[src/rtl/imem_fetch_ctrl.sv]
// Instruction-memory fetch sequencer: a LOAD state gives the memory port to the boot loader
// for writes, and a RUN state streams {pc, instr} to decode with stall and redirect handling.
module imem_fetch_ctrl #(
    parameter int unsigned MEM_BYTES = 128,
    parameter logic [31:0] RESET_PC  = 32'h0000_0000
) (
    input  logic        clk,
    input  logic        rst_n,
    input  logic        load_valid,
    input  logic [31:0] load_addr,
    input  logic [31:0] load_data,
    input  logic        load_done,
    input  logic        load_start,
    output logic        load_ready,
    input  logic        stall,
    input  logic        redirect,
    input  logic [31:0] redirect_pc,
    output logic [31:0] mem_addr,
    output logic        mem_we,
    output logic [31:0] mem_wdata,
    input  logic [31:0] mem_rdata,
    output logic        fetch_valid,
    output logic [31:0] fetch_pc,
    output logic [31:0] fetch_instr,
    output logic        misalign_err,
    output logic [31:0] fetch_count
);

    // Word-aligned and wrapped to the memory size in a single AND.
    localparam logic [31:0] ADDR_MASK = 32'(MEM_BYTES - 4);

    typedef enum logic [0:0] {StLoad, StRun} state_e;

    state_e      r_state, w_state_d;
    logic [31:0] r_pc, w_pc_d;
    logic [31:0] r_inflight_pc, w_inflight_pc_d;
    logic [31:0] r_fetch_count, w_fetch_count_d;
    logic        r_inflight, w_inflight_d;
    logic        r_misalign, w_misalign_d;

    logic [31:0] w_target;
    logic [31:0] w_mem_addr;
    logic [31:0] w_mem_wdata;
    logic        w_mem_we;
    logic        w_fetch_valid;
    logic        w_load_ready;

    assign w_target = redirect_pc & ADDR_MASK;

    always_ff @(posedge clk or negedge rst_n) begin
        if (!rst_n) begin
            r_state       <= StLoad;
            r_pc          <= RESET_PC & ADDR_MASK;
            r_inflight    <= 1'b0;
            r_inflight_pc <= '0;
            r_misalign    <= 1'b0;
            r_fetch_count <= '0;
        end else begin
            r_state       <= w_state_d;
            r_pc          <= w_pc_d;
            r_inflight    <= w_inflight_d;
            r_inflight_pc <= w_inflight_pc_d;
            r_misalign    <= w_misalign_d;
            r_fetch_count <= w_fetch_count_d;
        end
    end

    always_comb begin
        w_state_d       = r_state;
        w_pc_d          = r_pc;
        w_inflight_d    = r_inflight;
        w_inflight_pc_d = r_inflight_pc;
        w_misalign_d    = r_misalign;
        w_fetch_count_d = r_fetch_count;
        w_mem_addr      = '0;
        w_mem_wdata     = '0;
        w_mem_we        = 1'b0;
        w_fetch_valid   = 1'b0;
        w_load_ready    = 1'b0;

        unique case (r_state)
            StLoad: begin
                w_load_ready = 1'b1;
                w_mem_we     = load_valid;
                w_mem_addr   = load_addr & ADDR_MASK;
                w_mem_wdata  = load_data;
                if (load_done) begin
                    w_state_d    = StRun;
                    w_pc_d       = RESET_PC & ADDR_MASK;
                    w_inflight_d = 1'b0;
                end
            end
            StRun: begin
                w_fetch_valid = r_inflight & ~redirect & ~load_start;
                if (load_start) begin
                    w_state_d    = StLoad;
                    w_inflight_d = 1'b0;
                end else if (redirect) begin
                    w_mem_addr      = w_target;
                    w_inflight_d    = 1'b1;
                    w_inflight_pc_d = w_target;
                    w_pc_d          = (w_target + 32'd4) & ADDR_MASK;
                    if (redirect_pc[1:0] != 2'b00) begin
                        w_misalign_d = 1'b1;
                    end
                end else if (stall) begin
                    // Re-reading the presented word keeps mem_rdata stable across the stall.
                    w_mem_addr = r_inflight_pc;
                end else begin
                    w_mem_addr      = r_pc;
                    w_inflight_d    = 1'b1;
                    w_inflight_pc_d = r_pc;
                    w_pc_d          = (r_pc + 32'd4) & ADDR_MASK;
                end
                if (w_fetch_valid && !stall) begin
                    w_fetch_count_d = r_fetch_count + 32'd1;
                end
            end
            default: begin
                w_state_d = StLoad;
            end
        endcase
    end

    // Port outputs are forced to idle while reset is held, whatever the loader drives.
    assign mem_addr     = rst_n ? w_mem_addr : '0;
    assign mem_wdata    = rst_n ? w_mem_wdata : '0;
    assign mem_we       = rst_n & w_mem_we;
    assign fetch_valid  = rst_n & w_fetch_valid;
    assign load_ready   = w_load_ready;
    assign fetch_pc     = r_inflight_pc;
    assign fetch_instr  = mem_rdata;
    assign misalign_err = r_misalign;
    assign fetch_count  = r_fetch_count;

endmodule

[config.mk]
export PLATFORM = sky130hd
export DESIGN_NAME = imem_fetch_ctrl
export DESIGN_NICKNAME = d
export VERILOG_FILES = /design/src/rtl/imem_fetch_ctrl.sv
export SDC_FILE = /design/constraint.sdc
export NUM_CORES = 1
export LEC_CHECK = 0
export BUFFER_PORTS_ARGS = -buffer_cell sky130_fd_sc_hd__buf_2
export CAP_MARGIN = 15
export CORE_AREA = 2 2 116 118
export DETAILED_ROUTE_END_ITERATION = 6
export DIE_AREA = 0 0 118 120
export PLACE_DENSITY = 0.66
export REMOVE_ABC_BUFFERS = 1
export SLEW_MARGIN = 10
export SYNTH_ARGS = -nofsm -noshare
export SYNTH_HDL_FRONTEND = slang
export SYNTH_SLANG_ARGS = --single-unit
[constraint.sdc]
create_clock -name clk -period 1.43 [get_ports clk]
set_input_delay 0 -clock clk [delete_from_list [all_inputs] [get_ports clk]]
set_output_delay 0 -clock clk [all_outputs]
set_load 0.05 [all_outputs]
==> Word-level counts from Yosys, hierarchy flattened <==
Index checks and enable logic that the tools add are counted.
W data, S select, Z words.
{ "word_totals": {"reg_bits": 99, "output_inout_bits": 164, "word_cells": 51} }
{ "op_classes": {"addsub": 3, "n_eq_ne": 4, "n_mux": 23, "bitwise_logic": 7, "n_reduce_logical": 8} }
{ "ops": {"columns": ["op", "n"], "rows": [
  ["$mux W32", 10],
  ["$pmux W32 S2", 2],
  ["$add A32 B1 Y32 const B", 1],
  ["$add A7 B3 Y7 const B", 2],
  ["$mux W1", 9],
  ["$reduce_and A2 Y1", 3],
  ["$and A1 B1 Y1", 4],
  ["$ne A2 B2 Y1 const B", 2],
  ["$ne A4 B4 Y1 const B", 1],
  ["$pmux W1 S2", 2],
  ["$reduce_and A4 Y1", 1],
  ["$ne A3 B3 Y1 const B", 1],
  ["$not A1 Y1", 3],
  ["$reduce_and A3 Y1", 1],
  ["$reduce_bool A2 Y1", 1],
  ["$logic_and A1 B1 Y1", 1],
  ["$logic_not A1 Y1", 1]
]} }

==> Logic depth before layout (Yosys ltp) <==
Gate-level depths: netlist of the first run.
{ "logic_depth": {"word_depth": 5, "ltp_mapped": 7, "depth_no_buf": 5} }

==> Worst setup path after synthesis of the first run <==
No wires, ideal clock.
{ "synth_timing": {"path_type": "register to output", "startpoint": "register r_inflight_pc[2] (netlist: fetch_pc[2])", "endpoint": "output mem_addr[2]", "arrival_ns": 2.110, "required_ns": 1.430, "setup_slack_ns": -0.680, "stages_incl_launch_ff": 5, "n_path_buf": 0, "cell_sequence": "dfrtp_1 -> mux2i_1 -> o21ai_0 -> nand2_1 -> a21boi_0"} }
{ "synth_via": {"elab_chain_cells": 5} }
{ "synth_rtl": {"columns": ["item", "line", "rtl"], "rows": [
  ["from (decl)", "36", "logic [31:0] r_inflight_pc, w_inflight_pc_d;"],
  ["from (signal assigned)", "62", "r_inflight_pc <= w_inflight_pc_d;"],
  ["$mux W32 (2 in series)", null, null],
  ["$mux W32", "95", "if (load_start) begin"],
  ["$pmux W32 S2", "81", "unique case (r_state)"],
  ["$mux W32", "126", "assign mem_addr = rst_n ? w_mem_addr : '0;"],
  ["to (decl)", "18", "output logic [31:0] mem_addr,"]
]} }
Every way passes these cells.

==> Worst setup path in the final report of the first run <==
{ "layout_timing": {"startpoint": "register r_state", "endpoint": "output mem_addr[1]"} }
{ "layout_via": {"elab_chain_cells": 3} }
{ "layout_rtl": {"columns": ["item", "line", "rtl"], "rows": [
  ["from (decl)", "34", "state_e r_state, w_state_d;"],
  ["from (signal assigned)", "52", "r_state <= StLoad;"],
  ["from (signal assigned)", "59", "r_state <= w_state_d;"],
  ["$not A1 Y1", null, null],
  ["$pmux W32 S2 *", "81", null],
  ["$mux W32 *", "126", null]
]} }
Mark *: on every way between the ends. The rest lies on a longest branch, timed or not.

==> results of run 1 <==
==> cell families after synthesis <==
family,Yosys count
buffers and inverters,60
muxes,10
xor gates and xnor gates,34
DFF,72
adders and majority gates,2
and+or+nand+nor,195
AOI/OAI and AO/OA,20
==> stage by stage <==
step | std cells | setup TNS [ps]
2_1_floorplan | 341 | -32360
3_3_place_gp | 745 | -949
3_5_place_dp | 745 | -2420
4_1_cts | 775 | -10960
5_1_grt | 786 | -19990
6_report | 787 | -10080
==> flip-flops by register name, indices dropped and copies added (netlist names) <==
name,count
fetch_count,32
fetch_pc,32
misalign_err,1
r_inflight,1
r_pc,5
r_state,1
==> final timing paths <==
kind	startpoint	to	slack, ps	cells past startpoint
worst max-delay path	r_state	mem_addr[1]	-160	6
worst min-delay path	mem_rdata[17]	fetch_instr[17]	0.4	0
worst max register to register	r_state	r_pc[5]	-120	5
worst min register to register	fetch_count[31]	fetch_count[31]	470	1
max in group asynchronous	rst_n	r_inflight	410	3
min in group asynchronous	rst_n	fetch_pc[31]	50	2
==> worst max-delay path, stage by stage, from the launching register on <==
cell	delay [ps]
sky130_fd_sc_hd__dfrtp_1	370
sky130_fd_sc_hd__nand2b_1	100
sky130_fd_sc_hd__nor2_2	100
sky130_fd_sc_hd__and3_4	200
sky130_fd_sc_hd__buf_12	150
sky130_fd_sc_hd__and2_1	170
sky130_fd_sc_hd__buf_6	160
==> layer usage <==
layer	global-route usage (%)	wire length [µm]	vias up
li1	-	-	1688
met1	25.3	6430	1834
met2	29.8	6780	205
met3	11.7	1820	29
met4	6.85	311	2
met5	2.94	54	-
==> layout make-up <==
| class | instances | share of cell area [%] |
|---|---|---|
| timing repair buffer | 252 | 32.5 |
| tap | 176 | 3.16 |
| sequential | 72 | 25.9 |
| antenna | 2 | 0.0719 |
| clock buffer | 10 | 3.43 |
| multi-input combinational | 262 | 33.7 |
| inverter | 8 | 0.467 |
| clock inverter | 5 | 0.809 |
==> where the power goes <==
part / internal (W) / switching [W] / total [W]
Combinational: 0.000735 / 0.00105 / 0.00179
Sequential: 0.00214 / 0.0000915 / 0.00223
Clock: 0.00139 / 0.000860 / 0.00225
==> cell usage in the layout (no fill, tap or decap), types with 2 or more instances in the layout <==
master,Yosys,final
sky130_fd_sc_hd__mux2_2,4,4
sky130_fd_sc_hd__dfrtp_1,72,72
sky130_fd_sc_hd__nand2b_1,3,2
sky130_fd_sc_hd__buf_8,0,37
sky130_fd_sc_hd__inv_1,8,7
sky130_fd_sc_hd__o21ai_1,0,4
sky130_fd_sc_hd__nor3_4,0,9
sky130_fd_sc_hd__and4_4,1,2
sky130_fd_sc_hd__buf_6,3,31
sky130_fd_sc_hd__and2_1,88,21
sky130_fd_sc_hd__nand2_8,0,3
sky130_fd_sc_hd__nand3_2,0,2
sky130_fd_sc_hd__mux2i_1,6,6
sky130_fd_sc_hd__and3_1,4,3
sky130_fd_sc_hd__buf_12,0,12
sky130_fd_sc_hd__nand2_2,1,6
sky130_fd_sc_hd__xor2_1,20,20
sky130_fd_sc_hd__buf_4,33,47
sky130_fd_sc_hd__nand2_1,42,35
sky130_fd_sc_hd__nor4_4,1,12
sky130_fd_sc_hd__and2_4,0,67
sky130_fd_sc_hd__nand3_1,11,9
sky130_fd_sc_hd__nor2_2,0,3
sky130_fd_sc_hd__nor2b_4,0,3
sky130_fd_sc_hd__buf_2,2,115
sky130_fd_sc_hd__diode_2,0,2
sky130_fd_sc_hd__a21boi_2,0,5
sky130_fd_sc_hd__clkbuf_16,0,14
sky130_fd_sc_hd__dlygate4sd3_1,0,3
sky130_fd_sc_hd__o21ai_0,9,5
sky130_fd_sc_hd__clkinv_2,0,2
sky130_fd_sc_hd__xnor2_1,14,13
sky130_fd_sc_hd__nand4_1,3,3
==> repair_timing <==
action	in CTS	in global routing
cloned	4	5
endpoints found under the setup margin	114	130
gates resized for setup	191	134
hold buffers	3	0
endpoints found under the hold margin	73	0
pin swaps	30	62
setup buffers	8	6
==> run summary, run 1 <==
The first detailed-routing pass ran for 4 iterations. Final hold analysis gives a worst-case slack of 0.368 ps. The starting density of the core came out at 30.4%.

Summed over all instances, the cell type with the most area after synthesis is sky130_fd_sc_hd__dfrtp_1. During I/O placement, the number of pins put on the boundary was 299. Cells with a size suffix above 1 make up 65.0% of the layout.

Buffers placed on the I/O ports in this run total 182. The ratio of final minimum period to clock period was 111%. TritonCTS built the clock tree. OpenSTA, run right after detailed placement, puts the worst setup slack at -142 ps. In this run, synthesis produced a sequential element count of 72. The cell area that synthesis handed to floorplanning was 3940 µm². The initial antenna violation count is 2. For this run, the share of the core covered by cells in the final layout is 53.6%. Category of the most critical setup path: reg -> out. The wire length per cell after detailed routing came out at 19.6 µm.

The floorplan step defined a die boundary enclosing 14200 µm². The clock passes through at most 2 buffers. The run gives 0 as the total of warnings raised by yosys. The post-route DRC violation count is 0. The worst setup path is captured at an output port. For the worst setup path, the data required time is 1430 ps.

The worst clock skew on the final layout is 6.80 ps, and the count of H-tree levels built during CTS is 3. The logs give 0.884 for the final weighted congestion in routability-driven placement and 3758 for the via count of the routed design. Setup violations remaining at the end of the flow were counted as 96. The most instantiated library cell after synthesis is sky130_fd_sc_hd__and2_1. The total routing usage reported by global routing came out at 20.5%.

In this run the clock root is driven by a sky130_fd_sc_hd__clkbuf_16. For this block, the routed nets add up to 15400 µm of wire. In the final layout, flip-flops and latches occupy 1800 µm². Final-report max-slew violation count: 0. Worst min-delay path class: in -> out. Number of maximum-capacitance constraint violations: 0.

The detailed-placement wirelength estimate was 9930 µm. Summing all placed instances gives a cell area of 5170 µm². In this run the tightest slew margin relative to its limit is 47.3%. The run gives -160 ps as the final worst slack. The synthesized netlist contains 42 unique library cells.

Clock-pin slew was measured on the worst setup and hold paths at 50 ps. Entering global routing, the biggest net connects 61 pins. Summed over its instances, the top area cell type makes up 45.7% of the synthesized netlist area.

By area the synthesized netlist is led by sky130_fd_sc_hd__dfrtp_1 (46%), sky130_fd_sc_hd__and2_1 (14%), sky130_fd_sc_hd__buf_4 (6.3%). The worst-path maximum fanout was 27. The run gives 3772 as the via count of the first global-routing pass.

The run gives 6960 µm² as the finished layout cell area. In this run, synthesis inferred 0 flip-flops with an integrated enable. The first routing iteration left 163 violations.

In the synthesized netlist the async set-or-reset flop fraction comes to 100%. The run finished, with violations left. Summing the areas of all xor and xnor instances in the mapped netlist gives 7.55% of the synthesized area. Setup repair after global routing could not meet its margin everywhere. At the pin with the least slew margin, the transition time is 790 ps.

The tools report the type of origin of the critical path as a flop. VDD sags by at most 0.680 mV. The number of standard-cell rows in the floorplan was 42; the number of standard cells after synthesis was 393.

Total area of multi-input combinational cells: 2340 µm². The post-synthesis sequential area ratio was 45.7%; the total power density per cell area was 899 nW/µm². The final layout net count is 742, and the data arrival time of the critical path is 1590 ps. Compared with the post-synthesis result, the final layout area differs by 76.6%. The most used flip-flop cell after synthesis is sky130_fd_sc_hd__dfrtp_1. The tools report the maximum clock rate as 629 MHz. The post-synthesis simple-gate area fraction works out to 30.7%.

The multiplexer share of the synthesized area is 2.67%. The tools report the number of buffers added by the clock tree synthesis step as 9. Summed over all layers, the global routing overflow is 0. Clock latency on the worst-skew pair, taken at its later pin, is 340 ps.

The die is 120 µm tall. In this run the remaining antenna-violating nets after routing total 0. The total core area is 13000 µm², and the shortest period the worst path allows is 1590 ps.

The first global-routing pass estimated 22000 µm of wire. A synthesized cell averages 10.0 µm². The analysis attributes to cell leakage a power of 3.79 nW.

The final reports fail on negative setup slack. After synthesis, the most frequently instantiated cells are sky130_fd_sc_hd__and2_1 (88), sky130_fd_sc_hd__dfrtp_1 (72), sky130_fd_sc_hd__nand2_1 (42). The die is 118 µm wide. Number of filler cells placed in the layout: 1090.

The hold violation count in the final report was 0. The post-synthesis compound-gate area fraction was 3.27%; the mean number of vias per cell was 4.78. After layout, the design draws a total of 0.00626 W.

Largest family of logic cells by synthesized area: simple AND/OR/NAND/NOR gates. The clock sink total was 72; the adder-cell share of the synthesized area was 0.635%.
Power figures use the tool's default switching activity.
==> run 2, diff against run 1 <==
--- a/config.mk
+++ b/config.mk
@@ -10,7 +10,7 @@
 export CORE_AREA = 2 2 116 118
 export DETAILED_ROUTE_END_ITERATION = 6
 export DIE_AREA = 0 0 118 120
-export PLACE_DENSITY = 0.66
+export PLACE_DENSITY = 0.67
 export REMOVE_ABC_BUFFERS = 1
 export SLEW_MARGIN = 10
 export SYNTH_ARGS = -nofsm -noshare
==> run summary, run 2 (synthesis gave the netlist of run 1 again) <==
The post-route setup TNS is -12330 ps (was -10080 ps). The layout cell share with drive strength beyond 1 was 51.3% (was 65.0%). Setup repair after global routing could not meet its margin everywhere. The worst min-delay path class was in -> out (unchanged).

The number of buffer cells added on primary ports was 182 (unchanged). The beginning of the worst hold path was mem_rdata[17] (unchanged). The clock-pin transition on the worst setup and hold timing paths is 60 ps (was 50 ps), and the post-route DRC violation count is 0 (unchanged). Data arrival time of the critical path: 1630 ps (was 1590 ps).

The via count of the first global-routing pass is 3579 (was 3772). The tools report the number of filler cells placed in the layout as 1138 (was 1090). The tools report the cell at the root of the clock tree as sky130_fd_sc_hd__clkbuf_16 (unchanged). The initial antenna violation count is 5 (was 2).

The worst-path maximum fanout was 27 (unchanged); the detailed-placement wirelength estimate was 9950 µm (was 9930 µm). The leakage power is 3.55 nW (was 3.79 nW), and the required time of the worst setup path is 1430 ps (about the same). The logs give -204 ps (was -160 ps) for the final worst slack and 0 (unchanged) for the final-report max-slew violation count. The tools report the critical path startpoint as r_state (unchanged). Kind of end point of the critical path: an output port (unchanged).

For the final layout net count, the log shows 734 (was 742). The final number of setup-violating endpoints came out at 95 (was 96). Overall power consumption: 0.00593 W (was 0.00626 W). The total length of routed wires is 13800 µm (was 15400 µm). The largest net degree at the start of global routing was 43 (was 61). The run finished, with violations left. The clock insertion delay at the later pin of the skew report was 340 ps (about the same). The tools report the launch instance of the worst register-to-register path as r_state (unchanged). TritonCTS built the clock tree. Type of origin of the critical path: a flop (unchanged). The tools report the count of H-tree levels built during CTS as 3 (unchanged). The mean number of vias per cell is 4.68 (was 4.78), and the hold violation count in the final report is 0 (unchanged).

Via count of the routed design: 3654 (was 3758). The top-level port count was 299 (unchanged); the total grt overflow was 0 (unchanged). The finished layout cell area is 6400 µm² (was 6960 µm²), and the number of buffer and inverter stages on the critical path is 2 (unchanged). Commonest cells after routing, fill and taps aside: sky130_fd_sc_hd__buf_2 (115), sky130_fd_sc_hd__and2_1 (81), sky130_fd_sc_hd__dfrtp_1 (72), sky130_fd_sc_hd__buf_6 (56), sky130_fd_sc_hd__buf_4 (51) (was sky130_fd_sc_hd__buf_2 (115), sky130_fd_sc_hd__dfrtp_1 (72), sky130_fd_sc_hd__and2_4 (67), sky130_fd_sc_hd__buf_4 (47), sky130_fd_sc_hd__buf_8 (37)). The worst clock skew on the final layout was 6.32 ps (was 6.80 ps); the number of maximum-capacitance constraint violations was 0 (unchanged).

Global-route wire length before repair: 20600 µm (was 22000 µm). The normalized max-slew margin was 49.2% (was 47.3%); the ratio of final minimum period to clock period was 114% (was 111%). The final weighted congestion in routability-driven placement is 0.842 (was 0.884). The maximum single-stage delay on the critical path is 410 ps (was 370 ps), and the height of the die is 120 µm (unchanged). For the DRC marker count from the first detailed-route iteration, the log shows 135 (was 163).

Cell breakdown of the critical path: nand2b_1 > nor2_1 > and3_4 > buf_12 > and2_1 > buf_6 (was nand2b_1 > nor2_2 > and3_4 > buf_12 > and2_1 > buf_6). Failing checks: negative setup slack (unchanged). The clock sink total was 72 (unchanged).

The number of buffers added by the clock tree synthesis step was 9 (unchanged). The total core area is 13000 µm² (unchanged). The logs give 612 MHz (was 629 MHz) for the maximum clock rate and 1800 µm² (unchanged) for the flip-flop and latch area. The final cell count without fillers is 781 (was 787), and the wire length per cell after detailed routing is 17.7 µm (was 19.6 µm).

The logs give 2110 µm² (was 2340 µm²) for the total area of multi-input combinational cells and 30.4% (unchanged) for the starting density of the core. Master of the slowest instance on the critical path: sky130_fd_sc_hd__dfrtp_1 (unchanged). Most common library cell in the layout ignoring fill and taps: sky130_fd_sc_hd__buf_2 (unchanged). The total power density per cell area works out to 926 nW/µm² (was 899 nW/µm²).

The residual antenna-violating net count after detailed routing was 0 (unchanged); the utilization of the core after routing was 49.3% (was 53.6%). The area enclosed by the die boundary was 14200 µm² (unchanged); the cell area after placement was 5170 µm² (about the same). The kind of cell with the highest combined delay on the critical path is simple AND/OR/NAND/NOR gates (unchanged). Count of TritonRoute iterations in the first routing pass: 4 (unchanged). The tools report the maximum ir drop on the vdd rail as 0.563 mV (was 0.680 mV). The die outline width came out at 118 µm (unchanged). The layout overhead on the synthesized area was 62.4% (was 76.6%).

The category of the most critical setup path was reg -> out (unchanged). The number of placed instances, taps included is 743 (was 745). The slew at the pin closest to its max-slew limit is 759 ps (was 790 ps), and the shortest period the worst path allows is 1630 ps (was 1590 ps). The maximum root-to-sink buffer count was 2 (unchanged).

The tools report the number of standard-cell rows in the floorplan as 42 (unchanged). For the total routing usage reported by global routing, the log shows 19.4% (was 20.5%).
run 2: changes by cell type in the layout (fill, tap and decap cells not counted), moves of 5 or more:
cell / previous run / this run
sky130_fd_sc_hd__clkbuf_16: 14 / 9
sky130_fd_sc_hd__and2_4: 67 / 7
sky130_fd_sc_hd__nand2_2: 6 / 1
sky130_fd_sc_hd__nand2_1: 35 / 41
sky130_fd_sc_hd__and2_1: 21 / 81
sky130_fd_sc_hd__buf_6: 31 / 56
sky130_fd_sc_hd__buf_8: 37 / 6
run 2: timing repair:
action / CTS / global route
cloned: 2 / 0
endpoints found under the hold margin: 74 / 0
pin swaps: 28 / 16
endpoints found under the setup margin: 92 / 99
resized for setup: 183 / 14
buffers inserted: 7 / 4
hold buffers: 6 / 0
run 2: final timing paths:
kind                                        end  slack (ps)  cells past startpoint
worst max-delay path                mem_addr[7]        -200                      6
worst min-delay path            fetch_instr[17]         0.4                      0
worst max register to register  fetch_count[24]        -170                      6
worst min register to register  fetch_count[31]         460                      1
max in group asynchronous          fetch_pc[12]         400                      3
min in group asynchronous           fetch_pc[5]         160                      2
run 2: through the flow:
step / hold WS (ps) / worst slack (ps)
after detailed placement: -142 / -148
final: 0.416 / -204
after floorplan: -296 / -689
after global routing: 0.286 / -308
after CTS: 0.370 / -193
after global placement: -148 / -100
run 2: cell type report:
class / instances / area share, %
inverters: 8 / 0.469
diodes: 3 / 0.117
multi-input cells: 262 / 32.9
clock inverters: 6 / 1.06
clock buffers: 10 / 3.58
well taps: 176 / 3.44
repair buffers: 244 / 30.3
flip-flops and latches: 72 / 28.1
run 2: power breakdown:
| part | internal (W) | switching [W] |
|---|---|---|
| Clock | 0.00136 | 0.000895 |
| Sequential | 0.00214 | 0.0000827 |
| Combinational | 0.000526 | 0.000930 |
run 2: routing by layer:
layer | vias to the layer above | wire (µm) | GRT usage [%]
li1 | 1671 | - | -
met2 | 202 | 5950 | 27.7
met4 | 6 | 199 | 6.33
met3 | 21 | 1910 | 12.8
met1 | 1754 | 5650 | 23.2
met5 | - | 77 | 2.94
==> run 3, diff against run 2 <==
--- a/config.mk
+++ b/config.mk
@@ -7,10 +7,14 @@
 export LEC_CHECK = 0
 export BUFFER_PORTS_ARGS = -buffer_cell sky130_fd_sc_hd__buf_2
 export CAP_MARGIN = 15
-export CORE_AREA = 2 2 116 118
+export CELL_PAD_IN_SITES_DETAIL_PLACEMENT = 1
+export CELL_PAD_IN_SITES_GLOBAL_PLACEMENT = 2
+export CORE_ASPECT_RATIO = 1.5
+export CORE_MARGIN = 2
+export CORE_UTILIZATION = 19
 export DETAILED_ROUTE_END_ITERATION = 6
-export DIE_AREA = 0 0 118 120
-export PLACE_DENSITY = 0.67
+export HOLD_SLACK_MARGIN = 0.03
+export PLACE_DENSITY_LB_ADDON = 0.1
 export REMOVE_ABC_BUFFERS = 1
 export SLEW_MARGIN = 10
 export SYNTH_ARGS = -nofsm -noshare
==> run summary, run 3 (synthesis gave the netlist of run 1 again) <==
The flow ran to the end, but the final reports show violations. Failing checks: negative setup slack (unchanged). The initial antenna violation count is 1 (was 5), and the data arrival time of the critical path is 1690 ps (was 1630 ps). The tools report the number of buffers added by the clock tree synthesis step as 9 (unchanged). The category of the most critical setup path is reg -> out (unchanged). The maximum ir drop on the vdd rail was 0.428 mV (was 0.563 mV); the detailed-placement wirelength estimate was 11500 µm (was 9950 µm).

The utilization of the core after routing is 36.6% (was 49.3%). The maximum root-to-sink buffer count is 2 (unchanged), and the final number of setup-violating endpoints is 125 (was 95). The tools report the DRC marker count from the first detailed-route iteration as 66 (was 135). The via count of the first global-routing pass was 4097 (was 3579).

The worst-path maximum fanout is 14 (was 27), and the worst clock skew on the final layout is 7.80 ps (was 6.32 ps). The run gives 299 (unchanged) as the top-level port count. The tools report the final layout net count as 794 (was 734). The starting density of the core is 19.3% (was 30.4%).

The cell type with the highest occurrence count on the critical path was sky130_fd_sc_hd__buf_6. For the normalized max-slew margin, the log shows 57.8% (was 49.2%). The post-route setup TNS came out at -19270 ps (was -12330 ps). The number of buffer and inverter stages on the critical path was 3 (was 2); the via count of the routed design was 3844 (was 3654). The shortest period the worst path allows was 1690 ps (was 1630 ps). The clock insertion delay at the later pin of the skew report was 340 ps (about the same); the count of H-tree levels built during CTS was 3 (unchanged). The final-report max-slew violation count came out at 0 (unchanged). The maximum single-stage delay on the critical path is 380 ps (was 410 ps), and the number of placed instances, taps included is 851 (was 743). The maximum clock rate was 592 MHz (was 612 MHz); the global-route wire length before repair was 24400 µm (was 20600 µm).

For the total length of routed wires, the log shows 17200 µm (was 13800 µm). The clock sink total was 72 (unchanged). The run gives 20400 µm² (was 13000 µm²) as the total core area. The final weighted congestion in routability-driven placement was 0.724 (was 0.842). The number of filler cells placed in the layout is 2266 (was 1138). The kind of end point of the critical path was an output port (unchanged).

Total routing usage reported by global routing: 14.7% (was 19.4%). Count of TritonRoute iterations in the first routing pass: 4 (unchanged). The worst min-delay path class is in -> reg (was in -> out). The layout overhead on the synthesized area is 89.4% (was 62.4%), and the layout cell share with drive strength beyond 1 is 59.2% (was 51.3%).

The antenna diode instance count was 0 (was 3); the height of the die was 180 µm (was 120 µm). The final cell count without fillers came out at 926 (was 781). Type of origin of the critical path: a flop (unchanged). The finished layout cell area came out at 7470 µm² (was 6400 µm²). Area enclosed by the die boundary: 21900 µm² (was 14200 µm²). TritonCTS built the clock tree.

The number of standard-cell rows in the floorplan was 64 (was 42); the cell area after placement was 5410 µm² (was 5170 µm²). Setup repair after global routing could not meet its margin everywhere. Commonest cells after routing, fill and taps aside: sky130_fd_sc_hd__buf_2 (114), sky130_fd_sc_hd__dfrtp_1 (72), sky130_fd_sc_hd__buf_6 (61), sky130_fd_sc_hd__buf_4 (61), sky130_fd_sc_hd__and2_1 (46) (was sky130_fd_sc_hd__buf_2 (115), sky130_fd_sc_hd__and2_1 (81), sky130_fd_sc_hd__dfrtp_1 (72), sky130_fd_sc_hd__buf_6 (56), sky130_fd_sc_hd__buf_4 (51)). The mean number of vias per cell came out at 4.15 (was 4.68). The slew at the pin closest to its max-slew limit was 634 ps (was 759 ps). The die outline width is 122 µm (was 118 µm). The number of buffer cells added on primary ports was 182 (unchanged); the leakage power was 4.05 nW (was 3.55 nW). Cell at the root of the clock tree: sky130_fd_sc_hd__clkbuf_16 (unchanged). For the post-route DRC violation count, the log shows 0 (unchanged). The master of the slowest instance on the critical path is sky130_fd_sc_hd__dfrtp_1 (unchanged). For the largest net degree at the start of global routing, the log shows 49 (was 43). The kind of cell with the highest combined delay on the critical path is simple AND/OR/NAND/NOR gates (unchanged).

The wire length per cell after detailed routing is 18.6 µm (was 17.7 µm). Cell breakdown of the critical path: buf_6 > nand2b_4 > nor2_4 > and3_4 > buf_12 > and2_1 > buf_6 (was nand2b_1 > nor2_1 > and3_4 > buf_12 > and2_1 > buf_6). Ratio of final minimum period to clock period: 118% (was 114%). The logs give 0 (unchanged) for the residual antenna-violating net count after detailed routing and 0 (unchanged) for the total grt overflow. The logs give 0 (unchanged) for the number of maximum-capacitance constraint violations and -258 ps (was -204 ps) for the final worst slack. The clock-pin transition on the worst setup and hold timing paths is 60 ps (about the same), and the total power density per cell area is 892 nW/µm² (was 926 nW/µm²). The most common library cell in the layout ignoring fill and taps was sky130_fd_sc_hd__buf_2 (unchanged).

The hold violation count in the final report is 0 (unchanged), and the required time of the worst setup path is 1430 ps (about the same).
-- run 3: layout make-up --
type / count / area (µm²) / share of cell area (%)
clock inverters: 6 / 91.3 / 1.22
repair buffers: 305 / 2680 / 35.9
clock buffers: 10 / 229 / 3.07
inverters: 8 / 33.8 / 0.452
multi-input cells: 261 / 2300 / 30.8
flip-flops and latches: 72 / 1800 / 24.1
well taps: 264 / 330 / 4.42
-- run 3: path summary, 6_finish.rpt --
| check | from | end | slack (ps) | cells after the start |
|---|---|---|---|---|
| max in group asynchronous | rst_n | fetch_pc[17] | 570 | 3 |
| setup / recovery | r_state | mem_addr[22] | -260 | 7 |
| hold / removal | redirect_pc[6] | r_pc[6] | 60 | 4 |
| setup reg to reg | r_state | fetch_count[26] | -170 | 7 |
| hold reg to reg | fetch_count[31] | fetch_count[31] | 470 | 1 |
| min in group asynchronous | rst_n | r_state | 280 | 3 |
-- run 3: repair_timing --
item / in CTS / in global routing
hold endpoints to repair: 105 / 0
cloned: 4 / 5
gates resized for setup: 204 / 102
hold buffers: 35 / 0
pin swaps: 33 / 29
endpoints found under the setup margin: 84 / 127
buffers inserted: 8 / 8
-- run 3: per-stage QoR --
| stage | setup slack (ps) | hold slack (ps) | total power (W) |
|---|---|---|---|
| 3_5_place_dp | -210 | 0.487 | 0.00362 |
| 3_3_place_gp | -150 | 0.487 | 0.00360 |
| 2_1_floorplan | -689 | -296 | 0.00305 |
| 4_1_cts | -271 | 35.7 | 0.00658 |
| 5_1_grt | -345 | 75.5 | 0.00694 |
| 6_report | -258 | 64.0 | 0.00666 |
-- run 3: report_power, final --
part | internal (W) | switching [W]
Sequential | 0.00214 | 0.0000830
Combinational | 0.000740 | 0.00123
Clock | 0.00154 | 0.000936
-- run 3: tightest hold or removal path, delay by kind of cell --
| family | cells | cell delay (ps) |
|---|---|---|
| AO/OA/AOI/OAI | 1 | 60 |
| XOR/XNOR | 1 | 130 |
| buffers and inverters | 1 | 90 |
| multiplexers | 1 | 70 |
-- run 3: per-layer routing --
layer  part of all wire, %  track usage, %
met1                    41            17.8
met2                    51            25.4
met3                   6.6            4.56
met4                  0.91            3.45
met5                 0.081               0
